### config.mk
export PLATFORM = sky130hd
export DESIGN_NAME = inst_mem_loader_flat
export DESIGN_NICKNAME = d
export VERILOG_FILES = /design/src/rtl/inst_mem_loader_if.sv /design/src/rtl/inst_mem_loader.sv /design/src/flat_wrapper.sv
export SDC_FILE = /design/constraint.sdc
export NUM_CORES = 1
export LEC_CHECK = 0
export ABC_CLOCK_PERIOD_IN_PS = 2700
export CORE_MARGIN = 3
export CORE_UTILIZATION = 40
export CTS_CLUSTER_DIAMETER = 40
export DETAILED_ROUTE_END_ITERATION = 8
export MAX_ROUTING_LAYER = met4
export PLACE_DENSITY_LB_ADDON = 0.3
export SKIP_LAST_GASP = 1
export SLEW_MARGIN = 20
export SYNTH_ARGS = -nofsm -noshare
export SYNTH_HDL_FRONTEND = slang
export SYNTH_SLANG_ARGS = --single-unit
### constraint.sdc
create_clock -name clk -period 2.7 [get_ports clk]
set_input_delay 0.27 -clock clk [delete_from_list [all_inputs] [get_ports clk]]
set_output_delay 0.27 -clock clk [all_outputs]
set_load 0.01 [all_outputs]
### src/rtl/inst_mem_loader_if.sv
// Byte-stream input and instruction-RAM write port of the instruction memory loader.
// Latency: wiring only, no logic.
// Backpressure: in_valid/in_ready handshake on the byte stream; the RAM write port has none (always accepts).
//
// Signals:
//   in_valid  byte source -> loader   in_byte is valid
//   in_byte   byte source -> loader   stream byte
//   in_ready  loader -> byte source   loader accepts a byte this cycle
//   mem_we    loader -> RAM           one-cycle write strobe per word
//   mem_addr  loader -> RAM           word-aligned byte address
//   mem_data  loader -> RAM           packed big-endian word
// Modports: master = byte source / RAM side, slave = loader side.
interface inst_mem_loader_if;
    logic        in_valid;
    logic [7:0]  in_byte;
    logic        in_ready;
    logic        mem_we;
    logic [31:0] mem_addr;
    logic [31:0] mem_data;

    modport master (
        output in_valid,
        output in_byte,
        input  in_ready,
        input  mem_we,
        input  mem_addr,
        input  mem_data
    );

    modport slave (
        input  in_valid,
        input  in_byte,
        output in_ready,
        output mem_we,
        output mem_addr,
        output mem_data
    );
endinterface

### src/rtl/inst_mem_loader.sv
// Packs a byte stream big-endian into 32-bit words and writes them to instruction RAM from address 0, holding the CPU in reset meanwhile.
// Latency: a word is written one cycle after its 4th byte is accepted; done pulses the cycle after the last byte.
// Backpressure: in_ready is high only while loading (and in the checksum state); no internal buffering beyond one partial word.
//
// Ports:
//   clk, rst   single rising-edge clock, synchronous active-high reset
//   start      begin a load session (only looked at in IDLE)
//   length     number of words to load, clamped to 2**ADDR_W, zero is ignored
//   bus        slave side of inst_mem_loader_if (byte stream in, RAM write out)
//   cpu_hold   held high from the cycle after start up to and including done
//   done       one-cycle pulse at the end of a session
//   error      checksum mismatch, sticky until the next accepted start
// Optional feature macro INST_MEM_LOADER_CHECKSUM_EN: a trailing checksum byte is expected
// after the last word; error flags (byte sum + checksum) != 0. Without it error is tied low.
module inst_mem_loader #(
    parameter int ADDR_W = 8
) (
    input  logic              clk,
    input  logic              rst,
    input  logic              start,
    input  logic [ADDR_W:0]   length,
    inst_mem_loader_if.slave  bus,
    output logic              cpu_hold,
    output logic              done,
    output logic              error
);

    typedef enum logic [1:0] {
        S_IDLE = 2'd0,
        S_LOAD = 2'd1,
        S_CHK  = 2'd2,
        S_DONE = 2'd3
    } state_t;

    localparam logic [ADDR_W:0] MAX_WORDS = {1'b1, {ADDR_W{1'b0}}};
    localparam logic [ADDR_W:0] ONE_WORD  = {{ADDR_W{1'b0}}, 1'b1};

`ifdef INST_MEM_LOADER_CHECKSUM_EN
    localparam state_t LOAD_EXIT = S_CHK;
`else
    localparam state_t LOAD_EXIT = S_DONE;
`endif

    state_t            state_q, state_nxt;
    logic              in_ready_q, in_ready_nxt;
    logic              cpu_hold_q, cpu_hold_nxt;
    logic              done_q, done_nxt;

    logic [ADDR_W:0]   len_q;
    logic [ADDR_W:0]   word_idx_q;
    logic [1:0]        byte_idx_q;
    logic [23:0]       shift_q;     // first three bytes of the word in flight, oldest in MSBs
    logic              mem_we_q;
    logic [31:0]       mem_addr_q;
    logic [31:0]       mem_data_q;

    logic              accept;
    logic              start_ok;
    logic              word_end;
    logic              last_word;
    logic [ADDR_W:0]   len_clamped;

    assign accept      = bus.in_valid && in_ready_q;
    assign start_ok    = (state_q == S_IDLE) && start && (length != '0);
    assign word_end    = accept && (state_q == S_LOAD) && (byte_idx_q == 2'd3);
    assign last_word   = (word_idx_q == (len_q - ONE_WORD));
    // Any length with the top bit set is at least 2**ADDR_W, so it maps to the full RAM.
    assign len_clamped = length[ADDR_W] ? MAX_WORDS : length;

    // State and control-output registers
    always_ff @(posedge clk) begin
        if (rst) begin
            state_q    <= S_IDLE;
            in_ready_q <= 1'b0;
            cpu_hold_q <= 1'b0;
            done_q     <= 1'b0;
        end else begin
            state_q    <= state_nxt;
            in_ready_q <= in_ready_nxt;
            cpu_hold_q <= cpu_hold_nxt;
            done_q     <= done_nxt;
        end
    end

    // Next-state logic
    always_comb begin
        state_nxt = state_q;
        case (state_q)
            S_IDLE: if (start_ok) state_nxt = S_LOAD;
            S_LOAD: if (word_end && last_word) state_nxt = LOAD_EXIT;
            S_CHK:  if (accept) state_nxt = S_DONE;
            S_DONE: state_nxt = S_IDLE;
            default: state_nxt = S_IDLE;
        endcase
    end

    // Outputs are decoded from the next state so they appear as flops aligned with the state.
    always_comb begin
        in_ready_nxt = (state_nxt == S_LOAD) || (state_nxt == S_CHK);
        cpu_hold_nxt = (state_nxt != S_IDLE);
        done_nxt     = (state_nxt == S_DONE);
    end

    // Byte packing and RAM write port
    always_ff @(posedge clk) begin
        if (rst) begin
            len_q      <= '0;
            word_idx_q <= '0;
            byte_idx_q <= 2'd0;
            shift_q    <= 24'd0;
            mem_we_q   <= 1'b0;
            mem_addr_q <= 32'd0;
            mem_data_q <= 32'd0;
        end else begin
            mem_we_q <= 1'b0;
            if (start_ok) begin
                len_q      <= len_clamped;
                word_idx_q <= '0;
                byte_idx_q <= 2'd0;
                shift_q    <= 24'd0;
            end else if (accept && (state_q == S_LOAD)) begin
                shift_q    <= {shift_q[15:0], bus.in_byte};
                byte_idx_q <= byte_idx_q + 2'd1;
                if (byte_idx_q == 2'd3) begin
                    mem_we_q   <= 1'b1;
                    mem_data_q <= {shift_q, bus.in_byte};
                    mem_addr_q <= {{(30 - ADDR_W){1'b0}}, word_idx_q[ADDR_W-1:0], 2'b00};
                    word_idx_q <= word_idx_q + ONE_WORD;
                end
            end
        end
    end

`ifdef INST_MEM_LOADER_CHECKSUM_EN
    logic [7:0] sum_q;
    logic       error_q;

    always_ff @(posedge clk) begin
        if (rst) begin
            sum_q   <= 8'd0;
            error_q <= 1'b0;
        end else if (start_ok) begin
            sum_q   <= 8'd0;
            error_q <= 1'b0;
        end else if (accept && (state_q == S_LOAD)) begin
            sum_q   <= sum_q + bus.in_byte;
        end else if (accept && (state_q == S_CHK)) begin
            // Lands in the same cycle as done because the CHK accept moves the FSM to DONE.
            error_q <= ((sum_q + bus.in_byte) != 8'h00);
        end
    end

    assign error = error_q;
`else
    assign error = 1'b0;
`endif

    assign bus.in_ready = in_ready_q;
    assign bus.mem_we   = mem_we_q;
    assign bus.mem_addr = mem_addr_q;
    assign bus.mem_data = mem_data_q;
    assign cpu_hold     = cpu_hold_q;
    assign done         = done_q;

endmodule
### src/flat_wrapper.sv
// flat-port wrapper written by rule: the top's interface ports become plain ports
module inst_mem_loader_flat 
#(
    parameter int ADDR_W = 8
)
  (clk, rst, start, length, cpu_hold, done, error, bus_in_valid, bus_in_byte, bus_in_ready, bus_mem_we, bus_mem_addr, bus_mem_data);
  inst_mem_loader_if bus_i ();
  input  logic clk;
  input  logic rst;
  input  logic start;
  input  logic [ADDR_W:0] length;
  output logic cpu_hold;
  output logic done;
  output logic error;
  input wire logic [$bits(bus_i.in_valid)-1:0] bus_in_valid;
  input wire logic [$bits(bus_i.in_byte)-1:0] bus_in_byte;
  output wire logic [$bits(bus_i.in_ready)-1:0] bus_in_ready;
  output wire logic [$bits(bus_i.mem_we)-1:0] bus_mem_we;
  output wire logic [$bits(bus_i.mem_addr)-1:0] bus_mem_addr;
  output wire logic [$bits(bus_i.mem_data)-1:0] bus_mem_data;
  assign bus_i.in_valid = bus_in_valid;
  assign bus_i.in_byte = bus_in_byte;
  assign bus_in_ready = bus_i.in_ready;
  assign bus_mem_we = bus_i.mem_we;
  assign bus_mem_addr = bus_i.mem_addr;
  assign bus_mem_data = bus_i.mem_data;
  inst_mem_loader #(.ADDR_W(ADDR_W)) u_core (.clk(clk), .rst(rst), .start(start), .length(length), .bus(bus_i), .cpu_hold(cpu_hold), .done(done), .error(error));
endmodule
==> results.yml <==
outcome:
  status: "finished, final reports clean"
setup_path:
  reg2reg_to: "u_core.bus.in_ready"
  required_ns: 2.92
  rrSetupSlack_ns: 0.12
  end_kind: "register"
  ff2ff_path_depth: 9
  crit_type: "reg2reg"
  r2r_start: "u_core.len_q[0]"
  worstPathMaxFanout: 5
  crit_arrival_ns: 2.80
  crit_path_start_kind: "register"
  critPathLaunch: "u_core.len_q[0]"
sta:
  worst_slack_ns: 0.120
  finalSetupViolCount: 0
  fin_crit_ns: 2.58
  tns_ns: 0
  skew_ns: 0.0144
  maxSlewViolCount: 0
  post-route-period-util_pct: 95.6
  max_slew_margin_pct: 61.9
  worst_pin_slew_ns: 0.571
  hold_viol: 0
  max_freq_mhz: 388
  rsz0062_at_grt: "false"
clocking:
  clk-insertion-delay-late_ns: 0.36
  holdBufCountCts: 0
  cts.sinks: 90
  htree_levels: 3
  cts_root_buf: "clkbuf_8"
  cts_buffer_depth: 2
  clk_pin_slew_ns: 0.09
  cts_buffers: 9
  cts_setup_buffers: 0
  cts-resized-gates: 0
  cts_tree: "built"
flow_run:
  cap_violations: 0
detailed_routing:
  dr_wl_met3_um: 486
  firstDrtPassIters: 4
  post_drt_wl_per_cell_um: 12.7
  routed_wl_mm: 7.86
  met1_length_mm: 3.85
  drtAntennaViolNets: 0
  via_per_inst: 4.92
  drt-initial-drc-count: 168
  wl_met2_mm: 3.42
  vias: 3043
  top_layer: "met4"
  drc: 0
synthesis:
  synthTopCellsByArea: "dfxtp_1 49%, nand2_1 14%, a21oi_1 9.5%, buf_4 5.3%, xor2_1 2.9%"
  synth-simple-area-share_pct: 22.0
  yosysWarningCount: 0
  synth_edf_count: 0
  async_flop_share_pct: 0
  synth_cell_types: 48
  synth_fa_ha_area_share_pct: 1.70
  muxShareOfSynthArea_pct: 0.271
  synthXorXnorAreaFrac_pct: 4.28
  synth-seq-area-share_pct: 48.9
  ys_ff_latch: 90
  syn_area_um2: 3690
  synth_top_family_by_area: "simple AND/OR/NAND/NOR gates"
  post_synth.cell_area_avg_um2: 8.21
  netlist.area_leader.share_pct: 48.9
  synth_cells: 449
  synth_ff_type: "dfxtp_1"
  synth_compound_gate_area_share_pct: 14.0
  yosys.area.top_type: "dfxtp_1"
power_and_ir_drop:
  ir_drop_uv: 274
  power_density_nw_per_um2: 568
  leakagePower_nw: 1.62
placed_design:
  dp.final_hpwl_mm: 5.54
  detailedPlace.worstSlack_ns: 0.162
  port_buffers: 64
  place.gp.congestion: 0.824
floorplanning:
  io_pins: 90
  die_h_um: 102
  rows: 34
  die_w_um: 102
  start_util_pct: 41.7
  core-area_um2: 8850
  die-area_um2: 10400
grt:
  grt_overflow: 0
  grt_max_degree: 43
  grt_pass1_wl_mm: 13.0
  track_usage_pct: 16.2
  antenna_found_initial: 0
  grt_pass1_vias: 2830
cells_and_area:
  area_growth_pct: 23.2
  nNetsFinal: 532
  n_antenna_cell: 0
  fillers: 858
  final_util_pct: 51.3
  layout-drive-gt1-share_pct: 6.27
hold_path:
  hold_end: "u_core.state_q[0]"
  hold_start: "rst"
  min_path_cells: 2
  hold_path.class: "in2reg"
-- Yosys cell counts (2+ instances only) --
| cell type | n |
|---|---|
| nor4_1 | 2 |
| dfxtp_1 | 90 |
| and2_1 | 3 |
| nand3_1 | 4 |
| and3_1 | 2 |
| a22o_1 | 7 |
| buf_4 | 26 |
| nand2_1 | 138 |
| xor2_1 | 12 |
| nand4_1 | 3 |
| nor3_1 | 3 |
| inv_1 | 5 |
| ha_1 | 5 |
| nor2b_1 | 2 |
| or2_2 | 2 |
| a21oi_1 | 70 |
| xnor2_1 | 6 |
| nor2_1 | 17 |
| clkbuf_1 | 21 |
| nand2b_1 | 3 |
-- final cells by class --
cell class	instances	area [um^2]	share of cell area, %
clock inverters	6	113	2.48
multi-input cells	328	1660	36.4
well taps	108	135	2.97
repair buffers	72	696	15.3
clock buffers	9	124	2.73
inverters	5	18.8	0.413
flip-flops and latches	90	1800	39.7
-- how the worst max path moves through the flow --
stage,to,slack [ns],cells past startpoint
floorplan,u_core.bus.in_ready,0.31,9
global placement,u_core.bus.in_ready,0.21,9
detailed placement,u_core.bus.in_ready,0.16,9
CTS,u_core.bus.in_ready,0.12,9
global route,u_core.bus.in_ready,0.002,9
finish,u_core.bus.in_ready,0.12,9
-- cell families after synthesis --
kind of cell / Yosys count
buf+inv: 55
xor+xnor: 18
mux: 1
fa+ha+maj: 5
other cells: 1
flops: 90
compound gates: 90
simple gates: 189
-- critical path, cell delays in order, from the launching register on --
cell	delay, ns
dfxtp_1	0.36
inv_1	0.08
ha_2	0.19
or3b_1	0.39
or3_1	0.37
xnor2_1	0.15
a211o_1	0.33
o21a_1	0.20
ha_1	0.26
nor2b_1	0.12
-- sequential cells by signal, summed over array words and instances (netlist names) --
name                 cells
u_core.bus.mem_data     32
u_core.shift_q          24
u_core.len_q             9
u_core.word_idx_q        9
u_core.bus.mem_addr      8
u_core.byte_idx_q        2
u_core.state_q           2
u_core.bus.in_ready      1
u_core.bus.mem_we        1
u_core.cpu_hold          1
u_core.done              1
-- layer usage --
| metal | global-route usage, % | up-vias |
|---|---|---|
| met5 | - | - |
| met4 | 5.45 | 0 |
| met3 | 3.69 | 10 |
| met2 | 24.3 | 97 |
| met1 | 21.7 | 1398 |
| li1 | - | 1538 |
-- per-stage QoR --
stage / cell area [um^2] / power, W / instances / hold slack (ns)
2_1_floorplan: 3780 / 0.00150 / 473 / 0.396
4_1_cts: 4540 / 0.00260 / 618 / 0.361
3_5_place_dp: 4300 / 0.00153 / 603 / 0.446
6_report: 4540 / 0.00258 / 618 / 0.354
5_1_grt: 4540 / 0.00268 / 618 / 0.381
3_3_place_gp: 4300 / 0.00153 / 603 / 0.444
-- where the power goes --
group / internal [W] / total [W] / switching [W]
clock network: 0.000615 / 0.00108 / 0.000463
registers: 0.00134 / 0.00135 / 0.0000125
logic: 0.0000654 / 0.000153 / 0.0000880
-- cells in the final DEF, fill, tap and decap left out, types with 2 or more instances in the layout --
cell / synthesis / final
a21oi_1: 70 / 70
a22o_1: 7 / 7
and2_1: 3 / 3
and3_1: 2 / 2
buf_4: 26 / 8
bufinv_16: 0 / 3
clkbuf_8: 1 / 9
clkdlybuf4s50_1: 0 / 63
conb_1: 1 / 25
dfxtp_1: 90 / 90
ha_1: 5 / 4
inv_1: 5 / 5
inv_6: 0 / 2
nand2_1: 138 / 138
nand2b_1: 3 / 3
nand3_1: 4 / 4
nand4_1: 3 / 3
nor2_1: 17 / 17
nor2b_1: 2 / 2
nor3_1: 3 / 3
nor4_1: 2 / 2
or2_2: 2 / 2
xnor2_1: 6 / 6
xor2_1: 12 / 12
Power figures use the tool's default switching activity.
